===== src/rtl/addressing_offset_loader.sv =====
// addressing_offset_loader: sequences PO/DO update writes into the
// operand addressing stage, one write per target-thread barrel slot.
module addressing_offset_loader #(
   parameter int WRITE_WORD_WIDTH   = 36,
   parameter int WRITE_ADDR_WIDTH   = 12,
   parameter logic [WRITE_ADDR_WIDTH-1:0] A_PO_ADDR_BASE  = '0,
   parameter logic [WRITE_ADDR_WIDTH-1:0] B_PO_ADDR_BASE  = '0,
   parameter logic [WRITE_ADDR_WIDTH-1:0] DA_PO_ADDR_BASE = '0,
   parameter logic [WRITE_ADDR_WIDTH-1:0] DB_PO_ADDR_BASE = '0,
   parameter logic [WRITE_ADDR_WIDTH-1:0] DO_ADDR         = '0,
   parameter int PO_ENTRY_COUNT     = 4,
   parameter int PO_ENTRY_WIDTH     = 2,
   parameter int THREAD_COUNT       = 8,
   parameter int THREAD_COUNT_WIDTH = 3
) (
   input  logic                          clock,
   input  logic                          reset_n,
   input  logic                          cmd_valid,
   output logic                          cmd_ready,
   input  logic [THREAD_COUNT_WIDTH-1:0] cmd_thread,
   input  logic [1:0]                    cmd_operand,
   input  logic                          cmd_do,
   input  logic [PO_ENTRY_WIDTH-1:0]     cmd_first,
   input  logic [PO_ENTRY_WIDTH:0]       cmd_count,
   input  logic                          data_valid,
   output logic                          data_ready,
   input  logic [WRITE_WORD_WIDTH-1:0]   data_in,
   input  logic [THREAD_COUNT_WIDTH-1:0] current_thread,
   input  logic                          slot_cancel,
   output logic                          write_valid,
   output logic [WRITE_ADDR_WIDTH-1:0]   write_addr,
   output logic [WRITE_WORD_WIDTH-1:0]   write_data,
   output logic                          busy,
   output logic                          done,
   output logic                          error
);

   localparam int AW = WRITE_ADDR_WIDTH;
   localparam int CW = PO_ENTRY_WIDTH + 2;
   localparam logic [PO_ENTRY_WIDTH:0] ONE = 1;

   typedef enum logic [1:0] {
      S_IDLE,
      S_LOAD,
      S_DONE
   } state_t;

   state_t                        r_state;
   state_t                        w_next;
   logic [THREAD_COUNT_WIDTH-1:0] r_thread;
   logic [AW-1:0]                 r_base;
   logic [PO_ENTRY_WIDTH:0]       r_count;
   logic [PO_ENTRY_WIDTH:0]       r_index;
   logic                          r_error;
   logic [AW-1:0]                 r_last_addr;
   logic [WRITE_WORD_WIDTH-1:0]   r_last_data;

   logic [AW-1:0]                 w_po_base;
   logic [AW-1:0]                 w_start;
   logic [CW-1:0]                 w_span;
   logic                          w_reject;
   logic                          w_accept;
   logic                          w_hit;
   logic                          w_slot;
   logic                          w_write;
   logic                          w_last;
   logic [AW-1:0]                 w_addr;

   // Operand PO base selection and command legality check
   always_comb begin
      w_po_base = A_PO_ADDR_BASE;
      unique case (cmd_operand)
         2'd0:    w_po_base = A_PO_ADDR_BASE;
         2'd1:    w_po_base = B_PO_ADDR_BASE;
         2'd2:    w_po_base = DA_PO_ADDR_BASE;
         default: w_po_base = DB_PO_ADDR_BASE;
      endcase
   end

   assign w_start  = w_po_base + AW'(cmd_first);
   assign w_span   = CW'(cmd_first) + CW'(cmd_count);
   assign w_reject = !cmd_do &&
                     ((cmd_count == '0) ||
                      (w_span > CW'(PO_ENTRY_COUNT)));

   assign cmd_ready = (r_state == S_IDLE);
   assign w_accept  = cmd_valid && cmd_ready;

   // A single-thread barrel gives every cycle to that thread
   assign w_hit   = (THREAD_COUNT == 1) ||
                    (current_thread == r_thread);
   // Reset cycle never writes, even though state is still LOAD
   assign w_slot  = reset_n && (r_state == S_LOAD) &&
                    w_hit && !slot_cancel;
   assign w_write = w_slot && data_valid;
   assign w_last  = (r_index == (r_count - ONE));
   assign w_addr  = r_base + AW'(r_index);

   assign data_ready  = w_slot;
   assign write_valid = w_write;
   assign write_addr  = w_write ? w_addr  : r_last_addr;
   assign write_data  = w_write ? data_in : r_last_data;
   assign busy        = (r_state == S_LOAD);
   assign done        = (r_state == S_DONE);
   assign error       = r_error;

   // Next-state selection
   always_comb begin
      w_next = r_state;
      unique case (r_state)
         S_IDLE:  if (cmd_valid && !w_reject) w_next = S_LOAD;
         S_LOAD:  if (w_write && w_last) w_next = S_DONE;
         S_DONE:  w_next = S_IDLE;
         default: w_next = S_IDLE;
      endcase
   end

   // State, command latch, write index and held write outputs
   always_ff @(posedge clock) begin
      if (!reset_n) begin
         r_state     <= S_IDLE;
         r_thread    <= '0;
         r_base      <= '0;
         r_count     <= '0;
         r_index     <= '0;
         r_error     <= 1'b0;
         r_last_addr <= '0;
         r_last_data <= '0;
      end else begin
         r_state <= w_next;
         r_error <= w_accept && w_reject;
         if (w_accept) begin
            r_thread <= cmd_thread;
            r_base   <= cmd_do ? DO_ADDR : w_start;
            r_count  <= cmd_do ? ONE : cmd_count;
            r_index  <= '0;
         end else if (w_write) begin
            r_index <= r_index + ONE;
         end
         if (w_write) begin
            r_last_addr <= w_addr;
            r_last_data <= data_in;
         end
      end
   end

endmodule

===== config.mk =====
export PLATFORM = sky130hd
export DESIGN_NAME = addressing_offset_loader
export DESIGN_NICKNAME = d
export VERILOG_FILES = /design/src/rtl/addressing_offset_loader.sv
export SDC_FILE = /design/constraint.sdc
export NUM_CORES = 1
export LEC_CHECK = 0
export ABC_AREA = 1
export ABC_CLOCK_PERIOD_IN_PS = 1530
export CAP_MARGIN = 20
export CORE_MARGIN = 5
export CORE_UTILIZATION = 41
export DETAILED_ROUTE_END_ITERATION = 8
export PLACE_DENSITY = 0.76
export SYNTH_ARGS = -nofsm -noshare
export SYNTH_HDL_FRONTEND = slang
export SYNTH_SLANG_ARGS = --single-unit

===== constraint.sdc =====
create_clock -name clock -period 1.53 [get_ports clock]
set_clock_uncertainty 0.15 [all_clocks]
set_input_delay 0.153 -clock clock [delete_from_list [all_inputs] [get_ports clock]]
set_output_delay 0.153 -clock clock [all_outputs]
set_load 0.03 [all_outputs]

==> impl_metrics.py <==
metrics = {
    "power": {
        "p_per_area_nw_per_um2": 654,
        "vdd.ir_drop.worst_mv": 0.484,
        "leakage_nw": 2.92,
        "finalPower_mw": 3.51,
    },
    "min_path": {
        "hp-start": "cmd_first[0]",
        "worstHoldPathType": "in2reg",
    },
    "yosys": {
        "synth-seq-area-share_pct": 39.2,
        "synth_top_area_cell": "dfxtp_1",
        "synth_top_area_share_pct": 39.2,
        "yosysWarnings": 0,
        "synth_cells": 492,
        "synth_cell_types": 22,
        "ys_top_cells_by_area": "dfxtp_1, inv_1, nand2_1",
        "synth-seq-cells": 62,
        "avgSynthCellArea_um2": 6.44,
        "synth_fp_nets": 555,
        "syn_area_um2": 3170,
    },
    "clock_network": {
        "cts-root-buf": "clkbuf_8",
        "holdBufCountCts": 0,
        "worstSkewPairLatency_ns": 0.33,
        "cts_tree": "built",
        "clk_pin_slew_ns": 0.06,
        "numCtsBuffers": 9,
        "h-tree-depth": 3,
        "cts.path.max_buffers": 2,
        "cts_num_sinks": 62,
    },
    "grt": {
        "grt_start_max_net_pins": 28,
        "met2_usage_pct": 33.1,
        "grt_use_total_pct": 18.6,
        "grt_antenna_before_repair": 0,
        "use_met3_pct": 4.71,
        "met1_usage_pct": 22.0,
        "grt_pass1_wl_um": 14700,
        "top_usage_layer": "met2",
        "grt_pass1_vias": 3372,
        "overflow": 0,
    },
    "critical_path": {
        "cp_slowest_cell": "dfxtp_2",
        "reg2reg_slack_ns": -0.21,
        "critical_path.most_common_cell": "inv_2",
        "path_cells": "ha_4 -> inv_2 -> fa_2 -> xor2_1 -> nand4_1 -> nand2_2 -> inv_2 -> buf_6",
        "max_stage_delay_ns": 0.36,
        "required_ns": 1.23,
        "setup.worst_path.start": "r_base[0]",
        "crit_fanout": 2,
        "reg2reg_from": "r_thread[1]",
        "setup.worst_path.start_class": "register",
        "end_kind": "output port",
        "worstPathArrival_ns": 1.75,
        "crit_type": "reg2out",
    },
    "detailed_routing": {
        "wl_um": 8980,
        "via_per_inst": 4.48,
        "drt_pre_antenna_iters": 6,
        "route.vias.total": 3463,
        "wl_per_cell_um": 11.6,
        "post-route-drc-count": 0,
        "drt-initial-drc-count": 113,
        "ant_nets": 0,
    },
    "sta": {
        "period_share_pct": 134,
        "setup_violations": 87,
        "finalMaxSlewViolations": 0,
        "hold_violations": 0,
        "relSlewSlack_pct": 78.7,
        "worst_pin_slew_ns": 0.320,
        "grt_setup_unrepaired": "true",
        "finalWorstSetupSlack_ns": -0.528,
        "period_needed_ns": 2.06,
        "hold_slack_ns": 0.00359,
        "max_freq_mhz": 486,
    },
    "floorplan": {
        "die_area_um2": 9580,
        "die_h_um": 97.9,
        "fp.dieW_um": 97.9,
        "ioPinCount": 109,
        "core-area_um2": 7610,
        "fp-row-count": 32,
        "start_util_pct": 41.6,
    },
    "finish": {
        "final_core_util_pct": 70.6,
        "fillerInstances": 631,
        "drive_above_1_share_pct": 40.2,
        "area_growth_syn_to_layout_pct": 69.4,
        "num_antenna_cells": 0,
        "finalNonFillerCells": 773,
        "final_nets": 729,
    },
    "status": {
        "outcome": "finished with violations",
        "violations": "setup timing",
    },
    "placement": {
        "portBuffers": 106,
        "placed_cells": 748,
        "gp_congestion": 0.774,
        "place_hpwl_um": 6080,
    },
    "job": {
        "drv_cap": 0,
    },
}
power breakdown:
part           leakage, nW  internal [mW]  switching, mW
Sequential           0.503           1.64         0.0129
Combinational         2.33          0.327          0.313
Clock               0.0861          0.624          0.597
Total                 2.92           2.59          0.923
flip-flops by register name, indices dropped and copies added, names as in the netlist:
signal       cells
error            1
r_index          3
r_count          3
r_base           2
r_state          2
r_thread         3
r_last_data     36
r_last_addr     12
placed cells by master, fill, tap and decap left out, drive strengths merged, types with 4 or more instances in the layout:
cell and count:
o21ai 10, clkdlybuf4s50 47, clkbuf 15, ha 6, nand2 118, clkinv 4, nand3 9, buf 132
a21oi 4, nor2 63, nand4 42, dfxtp 62, inv 146
Yosys cell counts:
cell	count
a21oi_1	4
buf_1	1
buf_2	9
buf_6	4
clkbuf_1	9
clkinv_1	1
dfxtp_1	62
fa_1	2
ha_1	6
inv_1	145
inv_2	1
nand2_1	118
nand3_1	8
nand3_4	1
nand4_1	42
nor2_1	61
nor2_4	2
nor3_1	1
o21ai_0	10
o21bai_1	1
xnor2_1	2
xor2_1	2
timing repair:
item,4_1_cts,5_1_grt
pin swaps,19,15
setup endpoints to repair,96,99
setup buffers,3,3
resized for setup,133,55
gates cloned,2,1
layer usage:
layer | up-vias | wire (um)
met5 | - | 0
met4 | 0 | 94
met3 | 10 | 410
met2 | 93 | 4670
met1 | 1568 | 3800
li1 | 1792 | -
final timing paths:
check                   endpoint  cells after the start
setup / recovery   write_addr[2]                      8
hold / removal         r_base[0]                      4
setup reg to reg  r_last_addr[1]                     11
hold reg to reg   r_last_addr[7]                      2
logic make-up (layout without fill, tap and decap cells):
kind of cell / Yosys count / count (layout) / share of synthesized area, %
XOR/XNOR: 4 / 4 / 1.11
AO/OA/AOI/OAI: 15 / 15 / 2.45
adder cells (fa/ha/maj): 8 / 8 / 3.63
flip-flops: 62 / 62 / 39.2
AND/OR/NAND/NOR: 233 / 233 / 32.2
buffers and inverters: 170 / 349 / 21.4
critical path: cells and delay by family, from the launching register on:
family | cells | cell delay (ns)
fa+ha+maj | 2 | 0.46
flops | 1 | 0.36
simple gates | 2 | 0.26
buf+inv | 3 | 0.20
xor+xnor | 1 | 0.15
stage by stage:
stage	setup slack, ns	TNS (ns)	instance area [um^2]
global route	-0.622	-33.59	5370
floorplan	-0.0753	-0.0922	3190
finish	-0.528	-24.37	5370
CTS	-0.544	-24.55	5210
global placement	-0.590	-49.91	4720
detailed placement	-0.640	-52.07	4720
layout make-up:
cell class | count | area (um^2) | share of cell area [%]
multi-input combinational | 260 | 1440 | 26.9
sequential | 62 | 1250 | 23.3
inverter | 147 | 552 | 10.3
clock buffer | 12 | 145 | 2.70
tap | 102 | 128 | 2.38
clock inverter | 4 | 22.5 | 0.420
timing repair buffer | 186 | 1830 | 34.0
Power figures use the tool's default switching activity.
==> variant 1: new RTL, config.mk and constraints unchanged <==
Re-encode `state_t` (3 states) as one-hot, 3 bits wide.
--- a/src/rtl/addressing_offset_loader.sv
+++ b/src/rtl/addressing_offset_loader.sv
@@ -40,8 +40,8 @@
    localparam logic [PO_ENTRY_WIDTH:0] ONE = 1;
 
-   typedef enum logic [1:0] {
-      S_IDLE,
-      S_LOAD,
-      S_DONE
+   typedef enum logic [2:0] {
+      S_IDLE = 3'b001,
+      S_LOAD = 3'b010,
+      S_DONE = 3'b100
    } state_t;
 
Formal check against the unedited RTL: no difference found for any inputs over 10 cycles, from zero or initial values and one cycle with reset_n low; not proved beyond that.
==> variant 1 against the original RTL <==
  * The flow still finishes with violations (negative setup slack)
  * Total power is 7.7% higher
  * Worst setup slack got worse by 120 ps
  * First-iteration DRC count down 39%
  * Synthesized area decreased by 7.3%
  * Sequential cell count grew 1
  * Sequential share of layout area grew 1.2 points
  * Wire length shrank 5.3%
  * Cell area decreased by 3.4%
  * Largest cell class unchanged
  * Largest power group unchanged
  * Highest routed layer unchanged
==> variant 1: results (changes against the original RTL) <==
- Drt first-iter violations: 69 (was 113)
- GP Congestion: 0.820 (was 0.774)
- Failing checks: negative setup slack (unchanged)
- Total track usage: 0.190 (was 0.186)
- Worst VDD drop: 609 µV (was 484 µV)
- CP max FO: 26 (was 2)
- Switch Pwr: 0.888 mW (was 0.923 mW)
- Finished Layout Cells: 687 (was 773)
- Mapped Nets: 475 (was 555)
- Status: complete, but fails checks (unchanged)
- DR vias: 3009 (was 3463)
- Initial antenna violation count: 0 (unchanged)
- Worst EP arrival: 1870 ps (was 1750 ps)
- Post-DP HPWL: 5.84 mm (was 6.08 mm)
- Top cells by count, synth: inv_1 (106), nand2_1 (83), dfxtp_1 (63) (was inv_1 (145), nand2_1 (118), dfxtp_1 (62))
- CP top delay family: simple AND/OR/NAND/NOR gates (was adder cells)
- Synth area leaders: dfxtp_1 (43%), inv_1 (14%), nand2_1 (11%) (was dfxtp_1 (39%), inv_1 (17%), nand2_1 (14%))
- Leakage power: 2.73 nW (was 2.92 nW)
- Final net count: 650 (was 729)
- Routed len/inst: 12.4 µm (was 11.6 µm)
- Dpl ws: -619 ps (was -640 ps)
- Setup ws final: -643 ps (was -528 ps)
- Biggest cell delay along the critical path: 320 ps (was 360 ps)
- Share of layout cells above drive strength 1: 0.501 (was 0.402)
- Sequential fraction of the synthesis area: 0.429 (was 0.392)
- Synth unique cells: 27 (was 22)
- Largest net degree at the start of global routing: 30 (was 28)
- Setup violations, final: 107 (was 87)
- Slew HR: 0.800 (was 0.787)
- 1st-pass router iterations: 4 (was 6)
- Cell count after placement: 664 (was 748)
- Dpl cell area: 0.00457 mm² (was 0.00472 mm²)
- First-pass GRT wire length: 13.4 mm (was 14.7 mm)
[variant 1: cell types whose count changed after synthesis, sizes merged, moves of 3 or more]
cell	delta
inv	-39
or2	+3
nor2	-4
buf	-4
a21oi	+7
o22ai	+3
nand2	-34
o21ai	+35
clkbuf	-4
nand4	-42
[variant 1: path summary, 6_finish.rpt]
path,from,endpoint,slack [ps],depth (start not counted)
worst max-delay path,r_state[0]$_SDFFE_PN1P_,write_data[6],-640,10
worst min-delay path,cmd_count[0],r_count[0]$_SDFFE_PN0P_,160,4
worst max register to register,r_state[0]$_SDFFE_PN1P_,r_last_data[5]$_SDFF_PN0_,-220,10
worst min register to register,r_last_addr[8]$_SDFF_PN0_,r_last_addr[8]$_SDFF_PN0_,310,2
[variant 1: per-stage QoR]
step | setup TNS, ps | util
finish | -38120 | 0.755
global route | -48660 | 0.755
CTS | -36420 | 0.724
detailed placement | -47130 | 0.665
global placement | -45090 | 0.665
floorplan | -33150 | -
[variant 1: layout make-up]
type,count,area [µm²]
clock buffers,11,141
clock inverters,4,70.1
fillers,498,1680
inverters,108,418
multi-input cells,226,1520
flip-flops and latches,63,1270
well taps,96,120
repair buffers,179,1650
[variant 1: timing repair]
action	CTS	global route
cloned	2	0
pin swaps	9	13
buffers inserted	4	3
hold endpoints to repair	0	1
hold buffers	0	1
gates resized for setup	43	55
setup endpoints to repair	109	115
[variant 1: cells by family (layout without fill, tap and decap cells)]
group / after synthesis / after routing / share of synthesized area
AND/OR/NAND/NOR: 155 / 155 / 0.215
buffers and inverters: 123 / 302 / 0.164
flip-flops: 63 / 63 / 0.429
AO/OA/AOI/OAI: 59 / 59 / 0.140
adder cells (fa/ha/maj): 8 / 8 / 0.0392
XOR/XNOR: 4 / 4 / 0.0119
[variant 1: layer usage]
layer / wire [µm] / vias to the layer above / global-route usage
met5: 0 / - / 0
met4: 175 / 0 / 0.0757
met3: 627 / 19 / 0.0661
met2: 4300 / 100 / 0.333
met1: 3390 / 1336 / 0.210
li1: - / 1554 / -
[variant 1: worst reg2reg max path, cell delays in order, from the launching register on]
cell and delay (ps):
dfxtp_2 320, inv_2 60, nand2_2 70, nor2_4 130
nand3_2 90, nor2_4 160, nand2_8 130, buf_12 210
o21ai_2 160, buf_4 130, nor2_1 30
[variant 1: power groups by stage]
stage                     registers (mW)  logic [mW]  clock network [mW]
after floorplan                     1.71       0.163                   0
after global placement              1.71       0.421                   0
after detailed placement            1.71       0.431                   0
after CTS                           1.68       0.458                1.59
after global routing                1.68       0.577                1.67
final                               1.68       0.535                1.57
==> variant 2: new RTL, same settings <==
Without the edit above. Set the parameter `WRITE_WORD_WIDTH` to 40 (it was 36).
--- a/src/rtl/addressing_offset_loader.sv
+++ b/src/rtl/addressing_offset_loader.sv
@@ -2,5 +2,5 @@
 // operand addressing stage, one write per target-thread barrel slot.
 module addressing_offset_loader #(
-   parameter int WRITE_WORD_WIDTH   = 36,
+   parameter int WRITE_WORD_WIDTH   = 40,
    parameter int WRITE_ADDR_WIDTH   = 12,
    parameter logic [WRITE_ADDR_WIDTH-1:0] A_PO_ADDR_BASE  = '0,
Interface: changed (resized data_in and write_data); port bits go from 109 to 117. No check against the original RTL was run, so the function may have changed too.
==> variant 2 against the original RTL <==
  * Combinational power increased by 23%
  * Global-route usage up 2.2 points
  * Non-clock buffer count grew 22
  * Clock power up 16%
  * Synthesized cell count up 7.1%
  * Cell area is 11% higher
  * Total power is 13% higher
  * Largest power group unchanged
  * The run still ends with negative setup slack left
  * Sequential cell count increased by 4
  * Sequential power is 7% higher
  * Via count is 11% higher
  * First-iteration DRC count up 100%
  * Wire length rose by 30%
  * Synthesized area rose by 7.3%
  * Largest cell class unchanged
  * Critical endpoint is now write_data[37]
  * Worst setup slack got worse by 58 ps
==> variant 2: results (changes against the original RTL) <==
- Routed Wire Length: 11.7 mm (was 8.98 mm)
- Synth unique cells: 22 (unchanged)
- GP Congestion: 0.829 (was 0.774)
- Vias in the first global route: 3722 (was 3372)
- Worst skew pair latency: 330 ps (about the same)
- Dpl cell area: 0.00484 mm² (was 0.00472 mm²)
- Worst VDD drop: 475 µV (was 484 µV)
- Slowest cell on crit path: dfxtp_2 (unchanged)
- Top cells by count, synth: inv_1 (150), nand2_1 (118), dfxtp_1 (66) (was inv_1 (145), nand2_1 (118), dfxtp_1 (62))
- Worst hold path type: in2reg (unchanged)
- Synth warnings: 0 (unchanged)
- Asr flop ratio synth: 0 (unchanged)
- Hold Buf Count CTS: 0 (unchanged)
- # H-tree levels: 3 (unchanged)
- Ant. Diodes: 0 (unchanged)
- First-pass GRT wire length: 17.1 mm (was 14.7 mm)
- Gate count of the mapped netlist: 527 (was 492)
- Grt met2 use: 0.358 (was 0.331)
- Failing checks: negative setup slack (unchanged)
- CP max FO: 7 (was 2)
- Setup violations, final: 102 (was 87)
- CTS buffer count: 9 (unchanged)
- Slew HR: 0.654 (was 0.787)
- Drt first-iter violations: 228 (was 113)
- Share of the synthesized area in the top cell type: 0.389 (was 0.392)
- M1 GR Usage: 0.254 (was 0.220)
- Finished Layout Cells: 829 (was 773)
- Top flop regs: r_last_data (40), r_last_addr (12) (was r_last_data (36), r_last_addr (12))
- Cell count after placement: 774 (was 748)
- Worst EP arrival: 1810 ps (was 1750 ps)
- Met3 Usage GRT: 0.0311 (was 0.0471)
- Final net count: 787 (was 729)
- Status: complete, but fails checks (unchanged)
- Setup ws final: -586 ps (was -528 ps)
- Clk root buf: clkbuf_8 (unchanged)
- Detailed-route vias per instance: 4.65 (was 4.48)
- Initial antenna violation count: 0 (unchanged)
- Dominant synthesized flop cell: dfxtp_1 (unchanged)
- PortBufs: 114 (was 106)
- Clock Path Buffers: 2 (unchanged)
- Sequential fraction of the synthesis area: 0.389 (was 0.392)
- Biggest cell delay along the critical path: 340 ps (was 360 ps)
- Post-DP HPWL: 6.46 mm (was 6.08 mm)
- Largest net degree at the start of global routing: 48 (was 28)
- Mapped Nets: 594 (was 555)
- Share of layout cells above drive strength 1: 0.383 (was 0.402)
- Total track usage: 0.208 (was 0.186)
- Switch Pwr: 1.02 mW (was 0.923 mW)
- 1st-pass router iterations: 4 (was 6)
- Synth area leaders: dfxtp_1 (39%), inv_1 (17%), nand2_1 (13%) (was dfxtp_1 (39%), inv_1 (17%), nand2_1 (14%))
- Clk slew on worst S/H paths: 70 ps
- Leakage power: 3.23 nW (was 2.92 nW)
## variant 2: power groups by stage
stage	Sequential, mW	Combinational [mW]	Clock, mW
3_5_place_dp	1.79	0.566	0
4_1_cts	1.75	0.678	1.43
5_1_grt	1.76	0.839	1.51
3_3_place_gp	1.79	0.555	0
6_report	1.76	0.785	1.41
2_1_floorplan	1.79	0.279	0
## variant 2: worst max-delay path: cells and delay by family, from the launching register on
kind	cells	cell delay (ps)
flops	1	340
buf+inv	5	550
simple gates	6	600
## variant 2: per-stage QoR
step	setup TNS, ps	util	hold slack (ps)	setup slack (ps)
after global placement	-68780	0.595	295	-745
after global routing	-42860	0.729	175	-685
after CTS	-33990	0.671	157	-570
after floorplan	-73.8	-	116	-35.6
final	-33950	0.729	131	-586
after detailed placement	-74500	0.595	299	-833
## variant 2: metal layers
layer,share of wire,vias up
met4,0.038,0
li1,-,1924
met5,0,-
met2,0.53,115
met3,0.047,31
met1,0.39,1781
## variant 2: what timing repair did
action	CTS	global route
pin swaps	5	20
gates resized for setup	91	129
endpoints found under the setup margin	105	112
cloned	5	4
buffers inserted	22	14
## variant 2: cell families (layout without fill, tap and decap cells)
kind of cell,after synthesis,after routing,synth area share
AOI/OAI and AO/OA,15,15,0.0228
xor gates and xnor gates,4,4,0.0103
adders and majority gates,8,8,0.0338
buffers and inverters,185,382,0.223
DFF,66,66,0.389
and+or+nand+nor,249,249,0.322
## variant 2: path summary, 6_finish.rpt
path	cells after the start	endpoint	start	slack, ps
max	11	write_data[37]	r_thread[0]$_SDFFE_PN0P_	-590
min	4	r_count[1]$_SDFFE_PN0P_	cmd_count[1]	130
max reg2reg	14	r_last_data[13]$_SDFF_PN0_	r_thread[0]$_SDFFE_PN0P_	-580
min reg2reg	2	r_last_addr[9]$_SDFF_PN0_	r_last_addr[9]$_SDFF_PN0_	310
## variant 2: cell type report
type,instances,area [µm²]
clock buffer,12,145
clock inverter,3,40.0
fill,621,2200
inverter,159,597
multi-input combinational,276,1580
sequential,66,1330
tap,105,131
timing repair buffer,208,2110
